## config.mk

```make
export PLATFORM = sky130hd
export DESIGN_NAME = uart_rx_8n1
export DESIGN_NICKNAME = d
export VERILOG_FILES = /design/src/rtl/uart_rx_8n1.sv
export SDC_FILE = /design/constraint.sdc
export NUM_CORES = 1
export LEC_CHECK = 0
export CAP_MARGIN = 20
export CORE_ASPECT_RATIO = 1.1
export CORE_MARGIN = 8
export CORE_UTILIZATION = 40
export DETAILED_ROUTE_END_ITERATION = 12
export GPL_ROUTABILITY_DRIVEN = 1
export HOLD_SLACK_MARGIN = 0.1
export PLACE_DENSITY = 0.6
export SLEW_MARGIN = 20
export SYNTH_ARGS = -nofsm -noshare
export SYNTH_HDL_FRONTEND = slang
export SYNTH_SLANG_ARGS = --single-unit
```

## constraint.sdc

```tcl
create_clock -name clk -period 2.3 [get_ports clk]
set_input_delay 0.23 -clock clk [delete_from_list [all_inputs] [get_ports clk]]
set_output_delay 0.23 -clock clk [all_outputs]
set_load 0.01 [all_outputs]
```

## src/rtl/uart_rx_8n1.sv

```systemverilog
`default_nettype none
// ============================================================================
// Module   : uart_rx_8n1
// Purpose  : 8N1 UART receiver on the system clock with valid/ready byte output.
// Revision : 1.0  initial release
// ============================================================================
module uart_rx_8n1 #(
  parameter int CLKS_PER_BIT = 104,
  parameter int HALF_BIT     = CLKS_PER_BIT / 2
) (
  input  logic       clk,
  input  logic       rst_n,
  input  logic       uart_rx,
  output logic [7:0] rx_data,
  output logic       rx_valid,
  input  logic       rx_ready,
  output logic       rx_busy,
  output logic       frame_err,
  output logic       overrun
);

  localparam int               CNT_W     = (CLKS_PER_BIT > 1) ? $clog2(CLKS_PER_BIT) : 1;
  localparam logic [CNT_W-1:0] BIT_LAST  = CNT_W'(CLKS_PER_BIT - 1);
  localparam logic [CNT_W-1:0] HALF_LAST = CNT_W'(HALF_BIT - 1);

  typedef enum logic [2:0] {
    S_IDLE  = 3'd0,
    S_START = 3'd1,
    S_DATA  = 3'd2,
    S_STOP  = 3'd3,
    S_BREAK = 3'd4
  } state_t;

  state_t           state;
  logic             sync1;
  logic             sync2;
  logic             rxs;
  logic [CNT_W-1:0] cyc_cnt;
  logic [2:0]       bit_idx;
  logic [7:0]       shift_reg;
  logic             hs;

  assign rxs     = sync2;
  assign hs      = rx_valid & rx_ready;
  assign rx_busy = (state != S_IDLE);

  // Synchronizer resets to the idle level so release never looks like a start bit.
  always_ff @(posedge clk or negedge rst_n) begin
    if (!rst_n) begin
      sync1 <= 1'b1;
      sync2 <= 1'b1;
    end else begin
      sync1 <= uart_rx;
      sync2 <= sync1;
    end
  end

  always_ff @(posedge clk or negedge rst_n) begin
    if (!rst_n) begin
      state     <= S_IDLE;
      cyc_cnt   <= '0;
      bit_idx   <= 3'd0;
      shift_reg <= 8'h00;
      rx_data   <= 8'h00;
      rx_valid  <= 1'b0;
      frame_err <= 1'b0;
      overrun   <= 1'b0;
    end else begin
      frame_err <= 1'b0;
      if (hs) begin
        rx_valid <= 1'b0;
        overrun  <= 1'b0;
      end

      case (state)
        S_IDLE: begin
          if (!rxs) begin
            state   <= S_START;
            cyc_cnt <= '0;
          end
        end

        S_START: begin
          if (cyc_cnt == HALF_LAST) begin
            cyc_cnt <= '0;
            bit_idx <= 3'd0;
            state   <= rxs ? S_IDLE : S_DATA;
          end else begin
            cyc_cnt <= cyc_cnt + 1'b1;
          end
        end

        S_DATA: begin
          if (cyc_cnt == BIT_LAST) begin
            cyc_cnt   <= '0;
            shift_reg <= {rxs, shift_reg[7:1]};
            if (bit_idx == 3'd7) begin
              state <= S_STOP;
            end else begin
              bit_idx <= bit_idx + 1'b1;
            end
          end else begin
            cyc_cnt <= cyc_cnt + 1'b1;
          end
        end

        S_STOP: begin
          if (cyc_cnt == BIT_LAST) begin
            cyc_cnt <= '0;
            if (rxs) begin
              state <= S_IDLE;
              // A byte still pending without a handshake wins; the new one is lost.
              if (!rx_valid || hs) begin
                rx_data  <= shift_reg;
                rx_valid <= 1'b1;
              end else begin
                overrun <= 1'b1;
              end
            end else begin
              frame_err <= 1'b1;
              state     <= S_BREAK;
            end
          end else begin
            cyc_cnt <= cyc_cnt + 1'b1;
          end
        end

        S_BREAK: begin
          if (rxs) begin
            state <= S_IDLE;
          end
        end

        default: state <= S_IDLE;
      endcase
    end
  end

endmodule
`default_nettype wire

```

# After elaboration in Yosys (flattened, before gate mapping)

Cells that the tools add are included.
W data, S select, Z words.

Output and inout bits: 12
Bits of input ports: 4
Logic and storage cells: 69
Flip-flop bits (word level): 34

Reduce and logical (&&, ||, !) cells: 12
Add/sub/neg operators: 2
Mux-type cells: 30
Equal/unequal tests: 14
Bitwise gates (word level): 1

Operators by type and width:

| kind                  | number |
|---|---|
| $mux W3               | 10 |
| $mux W7               | 3 |
| $pmux W7 S3           | 1 |
| $pmux W3 S5           | 1 |
| $ne A2 B2 Y1 const B  | 7 |
| $mux W1               | 13 |
| $reduce_and A4 Y1     | 2 |
| $add A7 B1 Y7 const B | 1 |
| $eq A7 B6 Y1 const B  | 1 |
| $eq A7 B7 Y1 const B  | 1 |
| $eq A3 B2 Y1 const B  | 2 |
| $eq A3 B3 Y1 const B  | 2 |
| $pmux W3 S2           | 1 |
| $reduce_and A6 Y1     | 1 |
| $reduce_bool A3 Y1    | 2 |
| $reduce_and A2 Y1     | 2 |
| $add A3 B1 Y3 const B | 1 |
| $eq A3 B1 Y1 const B  | 1 |
| $logic_not A3 Y1      | 1 |
| $mux W2               | 1 |
| $reduce_bool A2 Y1    | 1 |
| $reduce_or A2 Y1      | 1 |
| $and A1 B1 Y1         | 1 |
| $logic_not A1 Y1      | 1 |
| $logic_or A1 B1 Y1    | 1 |

# Logic depth before layout (Yosys ltp)

Depth after elaboration: 6
Depth in mapped cells: 6
Mapped depth without buffers: 6

# Least setup slack after synthesis

No wires, ideal clock.

Path kind: register -> register
From: register bit_idx[0]
To: register bit_idx[0]
Data arrival time: 1640 ps
Stages on the path, launching flop included: 7
Buffers on the path: 0
Slack: 535 ps
Library setup time: 125 ps
Clock period less this slack: 1765 ps
Required time: 2175 ps
Path through: dfrtp_1 ha_1 ha_1 nor3b_1 nand3_1 a21oi_1 mux2_2

Longest elaborated chain between the ends: 4
Elaborated cells between the ends (all ways): 7
Classes of those cells: add/sub (1); eq/ne (2); mux (3); reduce/logical (1)

Ends and longest elaborated chain:

| what                   | RTL line | text |
|---|---|---|
| from (decl)            | 39       | `logic [2:0] bit_idx;` |
| from (signal assigned) | 100      | `bit_idx <= bit_idx + 1'b1;` |
| $add A3 B1 Y3          | 100      |  |
| $mux W3                | 97       | `if (bit_idx == 3'd7) begin` |
| $mux W3                | 94       | `if (cyc_cnt == BIT_LAST) begin` |
| $pmux W3 S2            | 75       | `case (state)` |

Several ways; a longest one is shown, not always the timed one. The select of a mux whose other input is x is not followed.
A chain may end at the register's enable or synchronous reset.

# Final worst setup path

From: register cyc_cnt[0]
To: register bit_idx[0]

Longest elaborated chain between the ends: 3
Elaborated cells between the ends (all ways): 5
Classes of those cells: eq/ne (4); reduce/logical (1)

Ends and longest elaborated chain:

| what                                         | RTL line | text |
|---|---|---|
| from (decl)                                  | 38       | `logic [CNT_W-1:0] cyc_cnt;` |
| from (signal assigned)                       | 89       | `cyc_cnt <= cyc_cnt + 1'b1;` |
| from (signal assigned)                       | 103      | `cyc_cnt <= cyc_cnt + 1'b1;` |
| from (signal assigned)                       | 124      | `cyc_cnt <= cyc_cnt + 1'b1;` |
| $eq A7 B7 Y1 or $eq A7 B6 Y1 (tied branches) | 94, 84   |  |
| $ne A2 B2 Y1 (no line)                       | n/a      |  |
| $reduce_and A4 Y1 (no line) (*)              | n/a      |  |

Mark *: on every way between the ends. The rest lies on a longest branch, timed or not.

==> metrics <==
hold_buf cts 0; Num CTS Buffers 5; Fin Setup TNS 0 ns; most frequent cells in the layout dfrtp_1, mux2_2, nand2_1, clkdlybuf4s50_1, nor2_1; DR iter-0 viols between 70 and 80; Via Count approximately 1100; post-route cell area between 1500 and 2000 um^2; Worst Path Required between 2 and 2.5 ns; root cell of the clock tree clkbuf_8; clock latency on the worst-skew pair 0.28 ns; gpl congestion about 0.85; postcts setup bufs 0; diodes inserted 0; Syn Inst Count approximately 140; global-route total usage across every layer a little over a tenth; Die ar. about 6300 um^2; crit-path max FO 5; vias per cell about 5.2; worst reg-to-reg path cell count 5; Main synth FF type dfrtp_1; drt drc 0; first-pass GRT wire length between 5 and 6 mm; average size of a mapped cell between 10 and 15 um^2; core area 3900 um^2; worst r2r src cyc_cnt[0]; WL/cell roughly 14 um; max-slew violation count 0; Die Ht a little over 80 um; nets@finish 167; CTS tree built; crit path DAT a little over 2 ns; placed cells 205; Routed Antenna Nets 0; Cell Chain, Critical Path ha_1, nor4b_2, nand4b_1, a21oi_1, mux2_2; CP max stage cell dfrtp_1; drt pass-1 iters 4; crit path from cyc_cnt[0]; Placement Rows 24; Longest Clk Path Bufs 2; Hold Fails Final Rpt 0; relative slew slack 60.0%; Min-Delay Path Class in2async; FF+latch count, synth 34; RSZ-0062 raised after global routing no; initial antenna violation count 0; # Max-Cap Violations 0; largest net degree at the start of global routing 35; Clock Skew about 0.005 ns; flop2flop setup slack about 0.4 ns; status completed; # port buffers 15; Synth Net Count between 100 and 150; Power Density between 500 and 600 nW/um^2; sequential-to-total area share from yosys stat 53.1%; die width ~76 um; I/O pin count 16; startpoint types flip-flop; # clock sinks 34; vias in the first global route between 1000 and 1500; P&R area growth vs syn 18.4%; Worst-path clk slew ~0.070 ns; Post-CTS Resized 0; RR Endpoint bit_idx[0]; asr flop ratio synth 100%; Period minus WS final between 1.5 and 2 ns; final WL ~3 mm; post-synth cell types slightly above 40; worst-case vdd ir drop between 0.4 and 0.5 mV; share of cells above drive strength 1 a little over a fifth; commonest non-fill, non-tap cell in the layout dfrtp_1; number of flops mapped to enable cells by yosys 0; critical path capture point type flip-flop; Mapped Area approximately 1600 um^2; dpl cell area ~1800 um^2; Worst path max stage delay between 0.3 and 0.4 ns; maximum level of the CTS H-tree 2; Setup WS pre-CTS just under 0.4 ns; final setup violation count 0; Starting Density about two fifths; critical path class reg2reg; Yosys warnings 0; fmax 525 MHz; crit share post-route 82.8%; Final WS setup about 0.4 ns; Post-DP HPWL 2.20 mm; LEAKAGE around 0.86 nW; Final Hold Slack between 0.3 and 0.4 ns; GRT Residual Overflow 0; Final Non-Filler Cells roughly 210; Worst Setup EP bit_idx[0]; worst-margin pin slew between 0.5 and 0.6 ns
==> cells by family (layout without fill, tap and decap cells) <==
logic type / after synthesis / after routing / share of synthesized area [%]
flip-flops: 34 / 34 / 53.1
AO/OA/AOI/OAI: 28 / 28 / 12.8
XOR/XNOR: 1 / 1 / 0.545
multiplexers: 19 / 19 / 13.2
AND/OR/NAND/NOR: 43 / 43 / 14.3
buffers and inverters: 13 / 33 / 3.74
adder cells (fa/ha/maj): 3 / 3 / 2.34
==> synthesized netlist by cell type (all sizes together), types with 2 or more instances <==
library cell	instances	area, um^2
or3	2	12.5
o221ai	2	17.5
nand2	16	62.6
clkbuf	3	12.5
buf	3	21.3
and2	2	15.0
inv	7	26.3
mux2	17	191
dfstp	2	52.6
nand3	5	25.0
mux2i	2	20.0
nor3	2	10.0
o21ai	5	25.0
o211ai	6	45.0
dfrtp	32	801
a21oi	7	46.3
nor2	8	30.0
ha	3	37.5
==> power breakdown <==
part	total (mW)	switching, mW	internal (mW)
Combinational	0.0240	0.0148	0.00914
Sequential	0.606	0.00348	0.603
Clock	0.446	0.205	0.241
Total	1.08	0.223	0.853
==> how the worst min path moves through the flow <==
stage	depth (start not counted)	end	slack [ns]	start
after floorplan	0	bit_idx[0]	-0.07	rst_n
after global placement	0	rxs	0.36	sync1
after detailed placement	0	rxs	0.36	sync1
after CTS	1	sync1	0.34	uart_rx
after global routing	1	sync1	0.34	uart_rx
final	2	cyc_cnt[4]	0.33	rst_n
==> worst max-delay path, delay by kind of cell, from the launching register on <==
family	cells	cell delay, ns
AOI/OAI and AO/OA	1	0.32
adders and majority gates	1	0.23
DFF	1	0.39
muxes	1	0.38
and+or+nand+nor	2	0.46
==> metrics by stage <==
| stage | power, mW | util, % |
|---|---|---|
| after global placement | 0.643 | 46.4 |
| after global routing | 1.12 | 48.7 |
| final | 1.08 | 48.7 |
| after floorplan | 0.620 | - |
| after detailed placement | 0.643 | 46.4 |
| after CTS | 1.10 | 48.7 |
==> area by class of cell <==
| cell class | count | area [um^2] |
|---|---|---|
| clock buffers | 7 | 86.3 |
| clock inverters | 1 | 5.00 |
| fillers | 383 | 2000 |
| inverters | 7 | 26.3 |
| multi-input cells | 94 | 693 |
| flip-flops and latches | 34 | 853 |
| well taps | 52 | 65.1 |
| repair buffers | 18 | 173 |
==> layer usage <==
metal / global-route usage [%] / share of wire [%]
met1: 12.3 / 45
met4: 5.77 / 2.3
met3: 4.55 / 5.8
met5: 0 / 0
met2: 17.6 / 47
No activity file was read; power rests on OpenSTA's default activity.
